==> src/rtl/cnn_bram_pkg.sv <==
// Shared defaults and requester-id encoding for the CNN BRAM arbiter slice.
package cnn_bram_pkg;

    localparam int ADDR_W_DEF = 16;
    localparam int DATA_W_DEF = 8;

    typedef enum logic [1:0] {
        ID_WR  = 2'd0,
        ID_RD0 = 2'd1,
        ID_RD1 = 2'd2
    } req_id_t;

endpackage

==> src/rtl/cnn_bram_tag_pipe.sv <==
// Return-routing tag pipeline: carries a valid bit and requester id alongside
// the BRAM read latency so returned data can be steered to the right reader.
module cnn_bram_tag_pipe
    import cnn_bram_pkg::*;
#(
    parameter int DEPTH = 2
) (
    input  logic    clk,
    input  logic    rst_n,
    input  logic    in_vld,
    input  req_id_t in_id,
    output logic    out_vld,
    output req_id_t out_id
);

    logic [DEPTH-1:0] vld_p;
    req_id_t          id_p [DEPTH];

    // Only the valid bits are cleared, which is enough to drop in-flight reads.
    always_ff @(posedge clk or negedge rst_n) begin
        if (!rst_n) begin
            vld_p <= '0;
        end else begin
            vld_p <= {vld_p[DEPTH-2:0], in_vld};
        end
    end

    always_ff @(posedge clk) begin
        id_p[0] <= in_id;
        for (int i = 1; i < DEPTH; i++) begin
            id_p[i] <= id_p[i-1];
        end
    end

    assign out_vld = vld_p[DEPTH-1];
    assign out_id  = id_p[DEPTH-1];

endmodule

==> src/rtl/cnn_bram_arbiter.sv <==
// Single-port BRAM arbiter: one writer over two round-robin readers.
// Define CNN_ARB_STARVE_GUARD_EN to let readers in after three consecutive write grants.
module cnn_bram_arbiter
    import cnn_bram_pkg::*;
#(
    parameter int ADDR_W = ADDR_W_DEF,
    parameter int DATA_W = DATA_W_DEF,
    parameter int RD_LAT = 1
) (
    input  logic              clk,
    input  logic              rst_n,
    input  logic              wr_req,
    input  logic [ADDR_W-1:0] wr_addr,
    input  logic [DATA_W-1:0] wr_data,
    output logic              wr_gnt,
    input  logic              rd0_req,
    input  logic [ADDR_W-1:0] rd0_addr,
    input  logic              rd1_req,
    input  logic [ADDR_W-1:0] rd1_addr,
    output logic              rd0_gnt,
    output logic              rd1_gnt,
    output logic              rd0_valid,
    output logic [DATA_W-1:0] rd0_data,
    output logic              rd1_valid,
    output logic [DATA_W-1:0] rd1_data,
    output logic              bram_en,
    output logic              bram_we,
    output logic [ADDR_W-1:0] bram_addr,
    output logic [DATA_W-1:0] bram_din,
    input  logic [DATA_W-1:0] bram_dout
);

    logic              rr;
    logic              force_rd;
    logic              rd_gnt_any;
    logic              tag_vld;
    req_id_t           tag_id;
    logic [DATA_W-1:0] hold0;
    logic [DATA_W-1:0] hold1;

    assign rd_gnt_any = rd0_gnt | rd1_gnt;

`ifdef CNN_ARB_STARVE_GUARD_EN
    logic [1:0] wr_run;

    always_ff @(posedge clk or negedge rst_n) begin
        if (!rst_n) begin
            wr_run <= 2'd0;
        end else if (rd_gnt_any) begin
            wr_run <= 2'd0;
        end else if (wr_gnt && (wr_run != 2'd3)) begin
            wr_run <= wr_run + 2'd1;
        end
    end

    assign force_rd = (wr_run == 2'd3) && (rd0_req || rd1_req);
`else
    assign force_rd = 1'b0;
`endif

    // Grants are combinational; rr=0 favours rd0, rr=1 favours rd1.
    always_comb begin
        wr_gnt  = 1'b0;
        rd0_gnt = 1'b0;
        rd1_gnt = 1'b0;
        if (rst_n) begin
            if (wr_req && !force_rd) begin
                wr_gnt = 1'b1;
            end else if (rd0_req && (!rr || !rd1_req)) begin
                rd0_gnt = 1'b1;
            end else if (rd1_req) begin
                rd1_gnt = 1'b1;
            end
        end
    end

    always_ff @(posedge clk or negedge rst_n) begin
        if (!rst_n) begin
            rr <= 1'b0;
        end else if (rd0_gnt) begin
            rr <= 1'b1;
        end else if (rd1_gnt) begin
            rr <= 1'b0;
        end
    end

    // Stage boundary: grant cycle -> registered BRAM drive.
    always_ff @(posedge clk or negedge rst_n) begin
        if (!rst_n) begin
            bram_en   <= 1'b0;
            bram_we   <= 1'b0;
            bram_addr <= '0;
            bram_din  <= '0;
        end else begin
            bram_en <= wr_gnt | rd_gnt_any;
            bram_we <= wr_gnt;
            if (wr_gnt) begin
                bram_addr <= wr_addr;
                bram_din  <= wr_data;
            end else if (rd0_gnt) begin
                bram_addr <= rd0_addr;
            end else if (rd1_gnt) begin
                bram_addr <= rd1_addr;
            end
        end
    end

    cnn_bram_tag_pipe #(
        .DEPTH (RD_LAT + 1)
    ) u_tag_pipe (
        .clk     (clk),
        .rst_n   (rst_n),
        .in_vld  (rd_gnt_any),
        .in_id   (rd0_gnt ? ID_RD0 : ID_RD1),
        .out_vld (tag_vld),
        .out_id  (tag_id)
    );

    // Stage boundary: BRAM output -> reader return ports.
    assign rd0_valid = tag_vld && (tag_id == ID_RD0);
    assign rd1_valid = tag_vld && (tag_id == ID_RD1);

    always_ff @(posedge clk or negedge rst_n) begin
        if (!rst_n) begin
            hold0 <= '0;
            hold1 <= '0;
        end else begin
            if (rd0_valid) hold0 <= bram_dout;
            if (rd1_valid) hold1 <= bram_dout;
        end
    end

    assign rd0_data = rd0_valid ? bram_dout : hold0;
    assign rd1_data = rd1_valid ? bram_dout : hold1;

endmodule

==> config.mk <==
export PLATFORM = sky130hd
export DESIGN_NAME = cnn_bram_arbiter
export DESIGN_NICKNAME = d
export VERILOG_FILES = /design/src/rtl/cnn_bram_pkg.sv /design/src/rtl/cnn_bram_tag_pipe.sv /design/src/rtl/cnn_bram_arbiter.sv
export SDC_FILE = /design/constraint.sdc
export NUM_CORES = 1
export LEC_CHECK = 0
export BUFFER_PORTS_ARGS = -buffer_cell sky130_fd_sc_hd__buf_4
export CORE_UTILIZATION = 40
export DETAILED_ROUTE_END_ITERATION = 8
export GPL_TIMING_DRIVEN = 1
export PLACE_DENSITY = 0.73
export SETUP_SLACK_MARGIN = 0.15
export SLEW_MARGIN = 10
export SYNTH_ARGS = -nofsm -noshare
export SYNTH_HDL_FRONTEND = slang
export SYNTH_HIERARCHICAL = 1
export SYNTH_SLANG_ARGS = --single-unit
==> constraint.sdc <==
create_clock -name clk -period 1.2 [get_ports clk]
set_clock_uncertainty 0.05 [all_clocks]
set_input_delay 0.06 -clock clk [delete_from_list [all_inputs] [get_ports clk]]
set_output_delay 0.06 -clock clk [all_outputs]
set_load 0.01 [all_outputs]
After elaboration in Yosys (flattened, before gate mapping):

Memories as Yosys holds them, arrays and structs flattened.
Cells that the tools add are included.

* register bits after elaboration: 45
* RAM bits: 4
* input port bits: 69
* output and inout bits: 47
* word-level logic and storage cells: 38
* memories: 1

* equal/unequal tests: 2
* mux-type cells: 17
* bitwise gates (word level): 2
* reduce and logical (&&, ||, !) cells: 8

Memory list
* u_tag_pipe.id_p: words 2, width 2, rd ports 2, clocked after memory_dff 0, wr ports 2, RTL line cnn_bram_tag_pipe.sv:17 `req_id_t id_p [DEPTH];`

Operators with widths (number)
* $mux 16: 3
* $mux 8: 2
* $mux 1: 11
* $logic_and 1x1->1: 3
* $reduce_bool 3->1: 1
* $eq 2x1->1 const B: 1
* $eq 2x2->1 const B: 1
* $logic_not 1->1: 2
* $mux 2: 1
* $or 1x1->1: 2
* $reduce_bool 2->1: 1
* $logic_or 1x1->1: 1

Longest topological paths before layout:

Gate-level depths: netlist (run 1).

* word-level depth: 9
* depth in mapped cells: 5
* depth with buffers taken out: 4

By module:

The synthesis (run 1) kept the hierarchy.

Modules (own cells, without submodules)
* cnn_bram_arbiter: times used 1, cells each 179, area an instance 2008.2 µm²
* cnn_bram_tag_pipe: times used 1, cells each 8, area an instance 145.1 µm²

Least setup slack after synthesis (run 1):

Ideal clock, no wire load.

* path kind: flip-flop to flip-flop
* start: memory u_tag_pipe/id_p[0][2] (netlist bit)
* end: register hold1[0]
* data arrival time: 1089 ps
* data required time: 1012 ps
* slack: -77 ps
* cell stages (with the launch flop): 4
* path buffers: 1
* period minus slack after synthesis: 1277 ps
* cells stage by stage: dfxtp_1 buf_4 nand3b_1 mux2_2

RTL lines
* start, declared: RTL line cnn_bram_tag_pipe.sv:17
* end signal, assigned: RTL line cnn_bram_arbiter.sv:129 `if (rd1_valid) hold1 <= bram_dout;`
* end, declared: RTL line cnn_bram_arbiter.sv:39 `logic [DATA_W-1:0] hold1;`

Worst setup path after layout (run 1):

* start: register u_tag_pipe.vld_p[1]
* end: output rd0_data[3]

* longest elaborated chain between the ends: 2

Ends and longest elaborated chain
* start, declared: RTL line cnn_bram_tag_pipe.sv:16 `logic [DEPTH-1:0] vld_p;`
* start signal, assigned: RTL line cnn_bram_tag_pipe.sv:24 `vld_p <= {vld_p[DEPTH-2:0], in_vld};`
* $logic_and 1x1->1: RTL line cnn_bram_arbiter.sv:120 `assign rd0_valid = tag_vld && (tag_id == ID_RD0);`
* $mux 8
* end, declared: RTL line cnn_bram_arbiter.sv:23 `output logic [DATA_W-1:0] rd0_data,`

Every way passes these cells.

==> results of run 1 <==
[Yosys cell counts]
library cell / instances / area (um2)
dfxtp_1: 4 / 80.1
nor2_1: 2 / 7.51
clkbuf_1: 5 / 18.8
and3b_1: 1 / 8.76
o22ai_1: 16 / 100
buf_4: 4 / 30.0
nand2_2: 1 / 6.26
a31oi_1: 16 / 100
nand3b_1: 20 / 150
nand2_1: 1 / 3.75
o21ai_0: 17 / 85.1
mux2_2: 24 / 270
a21oi_1: 17 / 85.1
and2_1: 1 / 6.26
inv_2: 1 / 3.75
nor3b_1: 1 / 7.51
inv_1: 5 / 18.8
buf_2: 4 / 20.0
o31ai_4: 1 / 21.3
dfrtp_1: 45 / 1130
buf_1: 1 / 3.75
[layout make-up]
class,count,area [um2],area share
Multi-Input combinational cell,120,921,0.238
Clock inverter,3,25.0,0.00647
Inverter,6,22.5,0.00583
Sequential cell,49,1210,0.313
Timing Repair Buffer,175,1530,0.396
Tap cell,70,87.6,0.0227
Clock buffer,5,68.8,0.0178
[stage by stage]
stage / power, mW / hold slack, ps / TNS [ps] / worst slack, ps
floorplan: 2.52 / -286 / -1230 / -76.7
global placement: 3.12 / -154 / -213 / -17.9
detailed placement: 3.15 / -151 / -469 / -40.3
CTS: 4.48 / -53.7 / -5960 / -394
global route: 4.77 / -55.2 / -8770 / -482
finish: 4.56 / -41.4 / -6320 / -384
[cells by family (layout without fill, tap and decap cells)]
family / count (synthesis) / after routing / share of synthesized area
flip-flops: 49 / 49 / 0.560
multiplexers: 24 / 24 / 0.126
buffers and inverters: 20 / 189 / 0.0442
AO/OA/AOI/OAI: 67 / 67 / 0.182
AND/OR/NAND/NOR: 27 / 29 / 0.0883
[metal layers]
metal / up-vias / GRT usage
li1: 1040 / -
met1: 1116 / 0.310
met2: 155 / 0.440
met3: 17 / 0.0661
met4: 0 / 0.0802
met5: - / 0
[state kept, by name (all words and copies together) (netlist names)]
signal            count
rr                    1
bram_addr            16
u_tag_pipe/vld_p      2
hold0                 8
hold1                 8
u_tag_pipe/id_p       4
bram_we               1
bram_din              8
bram_en               1
[timing repair]
action,CTS,global route
setup buffers,4,3
endpoints found under the setup margin,52,94
gates cloned,3,1
gates resized for setup,28,19
endpoints found under the hold margin,86,14
pin swaps,17,9
[worst paths after layout]
path | start | end
min reg2reg | u_tag_pipe/id_p[0][0] | u_tag_pipe/id_p[0][2]
min in group asynchronous | rst_n | bram_addr[11]
max reg2reg | u_tag_pipe/id_p[0][2] | hold1[4]
max in group asynchronous | rst_n | hold1[6]
max | u_tag_pipe/vld_p[1] | rd0_data[3]
min | bram_dout[6] | hold1[6]
[worst max-delay path, stage by stage, from the launching register on]
cell and delay, ps:
dfrtp_1 390, nand3b_1 130, buf_12 140, mux2_2 360, buf_4 150
[power groups by stage]
stage / Clock, mW / Sequential, mW / Combinational [mW]
2_1_floorplan: 0 / 2.04 / 0.485
3_3_place_gp: 0 / 2.00 / 1.13
3_5_place_dp: 0 / 2.00 / 1.15
4_1_cts: 1.05 / 1.97 / 1.46
5_1_grt: 1.11 / 2.00 / 1.66
6_report: 1.03 / 1.98 / 1.54
==> results by group, run 1 <==
Synth
  – Sequential cell area fraction in the yosys report: 0.560
  – Register bit total from synthesis: 49
  – Syn Nets: 256
  – Synth Instances: ~190
  – Yosys warns: 6
  – Post-Syn Area: roughly 2200 um2
  – Mean Syn Cell Area: 11.5 um2
  – Synth cell types: 21

Layout
  – Non-filler instance count after layout: between 400 and 500
  – Final Net Count: between 400 and 500
  – Most frequent cells in the layout: buf_4 (113), dfrtp_1 (45), dlygate4sd3_1 (41), nand3b_1 (20), buf_6 (17)
  – Fin util: 0.752
  – # diodes: 0
  – Fill count: about 360
  – Most common cell after layout, fill and taps aside: buf_4
  – Area grow syn2layout: 79.5%
  – Share of cells above drive strength 1: 0.503
  – Fin area: ~3900 um2

Power and ir drop
  – Cell internal pwr: between 3 and 4 mW
  – Leakage: between 1.5 and 2 nW
  – VDD IR-drop max: 0.615 mV
  – Sw Ratio: 0.296
  – Logic pwr share: 0.339
  – Clock power frac: 0.226
  – Net Switching: between 1 and 1.5 mW
  – Power Density: about 1200 nW/um2
  – Reg power frac: 0.435

Worst hold path
  – Hold Crit Depth: 2
  – Hold Crit Class: primary input to register

Worst setup path
  – R2R cell count: 4
  – WS Path Type: register to output pin
  – CP Launch Type: register
  – CP Max Fanout: 9
  – Setup crit end kind: output pin
  – R2r setup slk: -90 ps
  – Critical path arrival: 1470 ps
  – Worst endpoint required time: 1090 ps

Route
  – Met2 WL: roughly 3800 um
  – WL met1: 2800 um
  – Remaining DRCs: 0
  – Wire per inst: approximately 17 um
  – Met3 wire len: about 580 um
  – Post-route ant nets: 0
  – 1st-pass router iterations: 4
  – Final WL: ~7300 um
  – Initial drt markers: about 130
  – Total number of vias: approximately 2,300
  – Highest metal used: met4
  – Vias per std cell: around 5.4

Status
  – Result of the run: finished with violations
  – Failing checks: hold timing, setup timing

Clock tree
  – CTS tree: built
  – CTS H-tree lvls: 2
  – CTS Buf Count: 5
  – Root buf cell: clkbuf_8
  – Clock latency on the worst-skew pair: 300 ps
  – CTS sink count: just under 50
  – Reg clk slew, reported paths: about 100 ps
  – CTS Hold Buffers Added: between 40 and 50
  – Bufs on Longest Clock Path: 2

GRT
  – Initial antenna violation count: 0
  – First-pass GRT wire length: roughly 11,000 um
  – GRT overflow: 0
  – Via count of the first global-routing pass: approximately 2,300
  – All-layer global routing usage: 0.254
  – Largest net degree at the start of global routing: 42

Timing
  – Worst-Margin Slew: between 300 and 400 ps
  – Fmax: about 630 MHz
  – Slew Viols, Final: 0
  – Final setup vio count: 23
  – Fin crit share: 1.32
  – Hold_ws: -41.4 ps
  – Final Hold Fails: 14
  – Rel. slew slack: 0.745
  – Min Clock Period, post-route: around 1600 ps
  – Final worst slack: -384 ps
  – Unrepaired setup endpoints after global routing: yes

Run
  – MaxCap Viol Count: 0

Placement
  – Cell Area, Placed: around 3100 um2
  – I/O Buffers: ~120
  – HPWL after detailed placement: approximately 4000 um
  – Gp weighted congestion: ~0.7
  – # placed instances: roughly 370

Floorplan
  – I/O pin count: ~120
  – Die Wd: approximately 75 um
  – Core area: a little over 5000 um2
  – Initial Util: 0.419
  – Die height: between 70 and 80 um
  – DIE AREA: 5680 um2
  – FP Rows: 26
Note: power is estimated with default switching activity, not from simulation.
==> run 2: changes to the inputs <==
CELL_PAD_IN_SITES_DETAIL_PLACEMENT = 0   (was not set)
CELL_PAD_IN_SITES_GLOBAL_PLACEMENT = 2   (was not set)
CORE_UTILIZATION = 23   (was 40)
PLACE_DENSITY = 0.71   (was 0.73)
==> results by group, run 2 (same netlist as run 1, synthesis figures left out) <==
Placement
  – Setup WS pre-CTS: -56.8 ps
  – HPWL after detailed placement: 5190 um
  – I/O Buffers: between 100 and 150
  – Cell Area, Placed: 3250 um2
  – # placed instances: 413
  – Gp weighted congestion: approximately 0.73

Worst setup path
  – Critical Path Max Stage Delay: between 300 and 400 ps
  – R2r setup slk: -130 ps
  – Cell Chain, Critical Path: nand3b_1, buf_6, mux2_2, buf_4
  – Levels on crit path: 4
  – CP Launch Type: register
  – CP Buf/Inv Count: 2
  – Setup crit end kind: output pin
  – WS Path Type: register to output pin
  – R2R cell count: 6
  – Family with the most delay on the worst path: flip-flops
  – CP Max Fanout: 9
  – Crit path max-delay cell type: dfrtp_1
  – Critical path arrival: around 1400 ps
  – First element of the critical path: u_tag_pipe/vld_p[1]
  – Worst r2r src: rr
  – Worst endpoint required time: 1090 ps
  – Reg2Reg Capture Point: bram_addr[11]
  – CP endpoint: rd0_data[5]

Layout
  – Share of cells above drive strength 1: 0.526
  – Max FFs per register: 16
  – Fin area: 3990 um2
  – Area grow syn2layout: 85.4%
  – Final Net Count: approximately 430
  – Non-filler instance count after layout: 473
  – Most common cell after layout, fill and taps aside: buf_4
  – Top reg by flops: bram_addr
  – # diodes: 0
  – Fill count: 856
  – Multi-input gate area: 900 um2
  – Most frequent cells in the layout: buf_4 (125), dfrtp_1 (45), dlygate4sd3_1 (39), mux2_2 (24), nand3b_1 (20)
  – FF+latch area: roughly 1200 um2

GRT
  – All-layer global routing usage: 0.157
  – Largest net degree at the start of global routing: 36
  – First-pass GRT wire length: ~12,000 um
  – Via count of the first global-routing pass: roughly 2,300
  – Met3 usage: 0.0333
  – M2 GR Usage: 0.278
  – Initial antenna violation count: 0
  – Gr busiest metal: met2
  – Met1 global-route usage: 0.194
  – GRT overflow: 0

Power and ir drop
  – Reg power frac: 0.434
  – VDD IR-drop max: roughly 0.43 mV
  – Clock power frac: 0.217
  – Logic pwr share: 0.349
  – Cell internal pwr: between 3 and 4 mW
  – Power Density: ~1100 nW/um2
  – Sw Ratio: 0.286
  – Leakage: 1.82 nW
  – Net Switching: between 1 and 1.5 mW

Timing
  – Fin crit share: 1.29
  – Min Clock Period, post-route: around 1500 ps
  – Final setup vio count: 30
  – Final Hold Fails: 16
  – Final worst slack: -349 ps
  – Slew Viols, Final: 0
  – Rel. slew slack: 0.688
  – Final setup TNS: -6370 ps
  – Fmax: between 600 and 700 MHz
  – Unrepaired setup endpoints after global routing: yes
  – Hold_ws: -34.9 ps
  – Worst-Margin Slew: approximately 470 ps

Route
  – Total number of vias: 2,203
  – Remaining DRCs: 1
  – 1st-pass router iterations: 8
  – Wire per inst: ~16 um
  – Vias per std cell: ~4.7
  – Post-route ant nets: 0
  – Initial drt markers: 46
  – Final WL: approximately 7600 um

Run
  – MaxCap Viol Count: 0

Clock tree
  – CTS sink count: 49
  – CTS Buf Count: 5
  – Reg clk slew, reported paths: approximately 90 ps
  – Clock latency on the worst-skew pair: 290 ps
  – Root buf cell: clkbuf_8
  – CTS H-tree lvls: 2
  – Bufs on Longest Clock Path: 2
  – CTS tree: built

Floorplan
  – Initial Util: 0.242
  – Die height: 98.8 um
  – Die Wd: 98.8 um
  – FP Rows: 34
  – DIE AREA: 9750 um2
  – I/O pin count: roughly 120
  – Core area: between 8000 and 9000 um2

Worst hold path
  – Hold Crit Class: primary input to register
  – HP Start: bram_dout[6]

Status
  – Failing checks: DRC, hold timing, setup timing
  – Result of the run: finished with violations
run 2: worst min-delay path by stage:
stage / endpoint / slack (ps) / cells after the start
final: hold1[6] / -30 / 2
after global routing: hold0[6] / -50 / 2
after global placement: bram_addr[12] / -160 / 1
after CTS: hold1[6] / -50 / 2
after floorplan: bram_addr[0] / -290 / 0
after detailed placement: rr / -160 / 1
run 2: final cells by class:
class | instances | share of cell area
repair buffers | 184 | 0.411
flip-flops and latches | 49 | 0.302
multi-input cells | 118 | 0.225
well taps | 108 | 0.0338
clock buffers | 6 | 0.0182
inverters | 6 | 0.00564
clock inverters | 2 | 0.00345
run 2: timing repair:
action / 4_1_cts / 5_1_grt
pin swaps: 18 / 13
endpoints found under the hold margin: 85 / 18
resized for setup: 33 / 7
gates cloned: 3 / 0
hold buffers: 38 / 2
setup endpoints to repair: 52 / 89
setup buffers: 9 / 0
run 2: metal layers:
layer | share of wire | up-vias | wire length [um]
li1 | - | 1052 | -
met1 | 0.44 | 1064 | 3300
met2 | 0.50 | 79 | 3780
met3 | 0.051 | 8 | 388
met4 | 0.013 | 0 | 99
met5 | 0 | - | 0
run 2: power groups by stage:
stage,Sequential (mW),Combinational (mW),Clock (mW)
final,1.96,1.58,0.986
after global placement,1.99,1.23,0
after floorplan,2.04,0.485,0
after global routing,1.99,1.70,1.10
after detailed placement,2.00,1.25,0
after CTS,1.96,1.58,1.04
run 2: per-stage QoR:
stage / total power, mW / util
2_1_floorplan: 2.52 / -
3_3_place_gp: 3.23 / 0.366
3_5_place_dp: 3.25 / 0.366
4_1_cts: 4.58 / 0.445
5_1_grt: 4.79 / 0.449
6_report: 4.53 / 0.449
==> run 3: changes to the inputs <==
CORE_UTILIZATION = 28   (was 23)
HOLD_SLACK_MARGIN = 0.06   (was not set)
PLACE_DENSITY = 0.82   (was 0.71)
clock period = 2 ns   (was 1.2 ns; I/O delays follow)
==> results by group, run 3 (same netlist as run 1, synthesis figures left out) <==
Worst hold path
  – HP Start: rd0_req
  – Hold Crit Class: primary input to register
  – Hold Crit Depth: 3

Timing
  – Unrepaired setup endpoints after global routing: no
  – Rel. slew slack: 0.607
  – Fmax: roughly 560 MHz
  – Final setup TNS: 0 ps
  – Slew Viols, Final: 0
  – Fin crit share: 0.887
  – Final Hold Fails: 0
  – Worst-Margin Slew: about 590 ps
  – Min Clock Period, post-route: 1770 ps
  – Final setup vio count: 0

GRT
  – Via count of the first global-routing pass: 2,270
  – GRT overflow: 0
  – Largest net degree at the start of global routing: 34
  – Initial antenna violation count: 0
  – First-pass GRT wire length: roughly 11,000 um
  – All-layer global routing usage: 0.173

Route
  – Vias per std cell: 4.77
  – Total number of vias: between 2,000 and 2,500
  – Post-route ant nets: 0
  – Initial drt markers: slightly below 50
  – 1st-pass router iterations: 4
  – Remaining DRCs: 0
  – Final WL: about 7000 um
  – Wire per inst: 15.2 um

Layout
  – Area grow syn2layout: 74.7%
  – FF+latch area: around 1200 um2
  – Fill count: 678
  – Fin area: between 3000 and 4000 um2
  – Top reg by flops: bram_addr
  – Share of cells above drive strength 1: 0.448
  – # diodes: 0
  – Most common cell after layout, fill and taps aside: buf_4
  – Final Net Count: ~420
  – Most frequent cells in the layout: buf_4 (122), dlygate4sd3_1 (50), dfrtp_1 (45), mux2_2 (24), nand3b_1 (20)
  – Max FFs per register: 16
  – Non-filler instance count after layout: approximately 450
  – Multi-input gate area: 855 um2

Placement
  – # placed instances: 393
  – Cell Area, Placed: 3110 um2
  – Gp weighted congestion: about 0.70
  – HPWL after detailed placement: 4580 um
  – I/O Buffers: 115

Floorplan
  – Core area: between 7000 and 8000 um2
  – DIE AREA: roughly 8000 um2
  – FP Rows: 31
  – Initial Util: 0.294
  – Die height: roughly 90 um
  – I/O pin count: between 100 and 150
  – Die Wd: 89.7 um

Clock tree
  – Clock latency on the worst-skew pair: around 300 ps
  – Reg clk slew, reported paths: ~100 ps
  – CTS H-tree lvls: 2
  – CTS sink count: between 40 and 50
  – Bufs on Longest Clock Path: 2
  – CTS Buf Count: 5
  – CTS tree: built
  – Root buf cell: clkbuf_8

Worst setup path
  – First element of the critical path: u_tag_pipe/vld_p[1]
  – Worst r2r src: rr
  – Critical path arrival: 1620 ps
  – CP Launch Type: register
  – WS Path Type: register to output pin
  – Setup crit end kind: output pin
  – CP Max Fanout: 9
  – R2R cell count: 4
  – Worst endpoint required time: ~1900 ps

Power and ir drop
  – VDD IR-drop max: ~0.28 mV
  – Total power: ~2.8 mW
  – Leakage: between 1.5 and 2 nW
  – Power Density: approximately 750 nW/um2

Status
  – Result of the run: finished clean

Run
  – MaxCap Viol Count: 0
[run 3: cell types whose count changed in the layout (fill, tap and decap cells not counted), moves of 3 or more]
cell / previous run / this run
o21ai_0: 3 / 17
buf_6: 11 / 0
dlygate4sd3_1: 39 / 50
o21ai_2: 9 / 0
o21ai_1: 5 / 0
buf_12: 4 / 0
buf_16: 3 / 0
buf_4: 125 / 122
[run 3: what timing repair did]
action | in CTS | in global routing
resized for setup | 1 | 1
hold buffers | 50 | 0
setup endpoints to repair | 1 | 19
pin swaps | 0 | 1
setup buffers | 0 | 1
endpoints found under the hold margin | 86 | 0
[run 3: layout make-up]
class | instances | area share
multi-input cells | 118 | 0.227
inverters | 6 | 0.00599
repair buffers | 172 | 0.377
clock buffers | 5 | 0.0183
clock inverters | 3 | 0.0183
well taps | 99 | 0.0329
flip-flops and latches | 49 | 0.321
[run 3: critical path, cell delays in order, from the launching register on]
cell	delay [ps]
dfrtp_1	400
nand3b_1	360
mux2_2	410
buf_4	150
[run 3: report_power, final]
part | internal [mW] | switching (mW)
combinational | 0.460 | 0.326
sequential | 1.12 | 0.0572
clock | 0.503 | 0.345
total | 2.08 | 0.729
[run 3: metrics by stage]
step / hold slack, ps / util / setup slack, ps
after floorplan: -246 / - / 723
after CTS: 65.2 / 0.512 / 172
final: 64.2 / 0.513 / 226
after global placement: -108 / 0.425 / 408
after detailed placement: -108 / 0.425 / 370
after global routing: 77.7 / 0.513 / 152
[run 3: layer usage]
layer / vias up / wire [um] / track usage
li1: 1029 / - / -
met1: 1035 / 2850 / 0.205
met2: 83 / 3500 / 0.313
met3: 9 / 466 / 0.0338
met4: 0 / 59 / 0.0577
met5: - / 0 / 0
[run 3: worst paths after layout]
path	end	slack, ps
min in group asynchronous	bram_addr[4]	220
setup reg to reg	bram_addr[6]	280
hold / removal	u_tag_pipe/vld_p[0]	60
hold reg to reg	u_tag_pipe/id_p[0][3]	290
setup / recovery	rd1_data[0]	230
max in group asynchronous	bram_din[0]	990
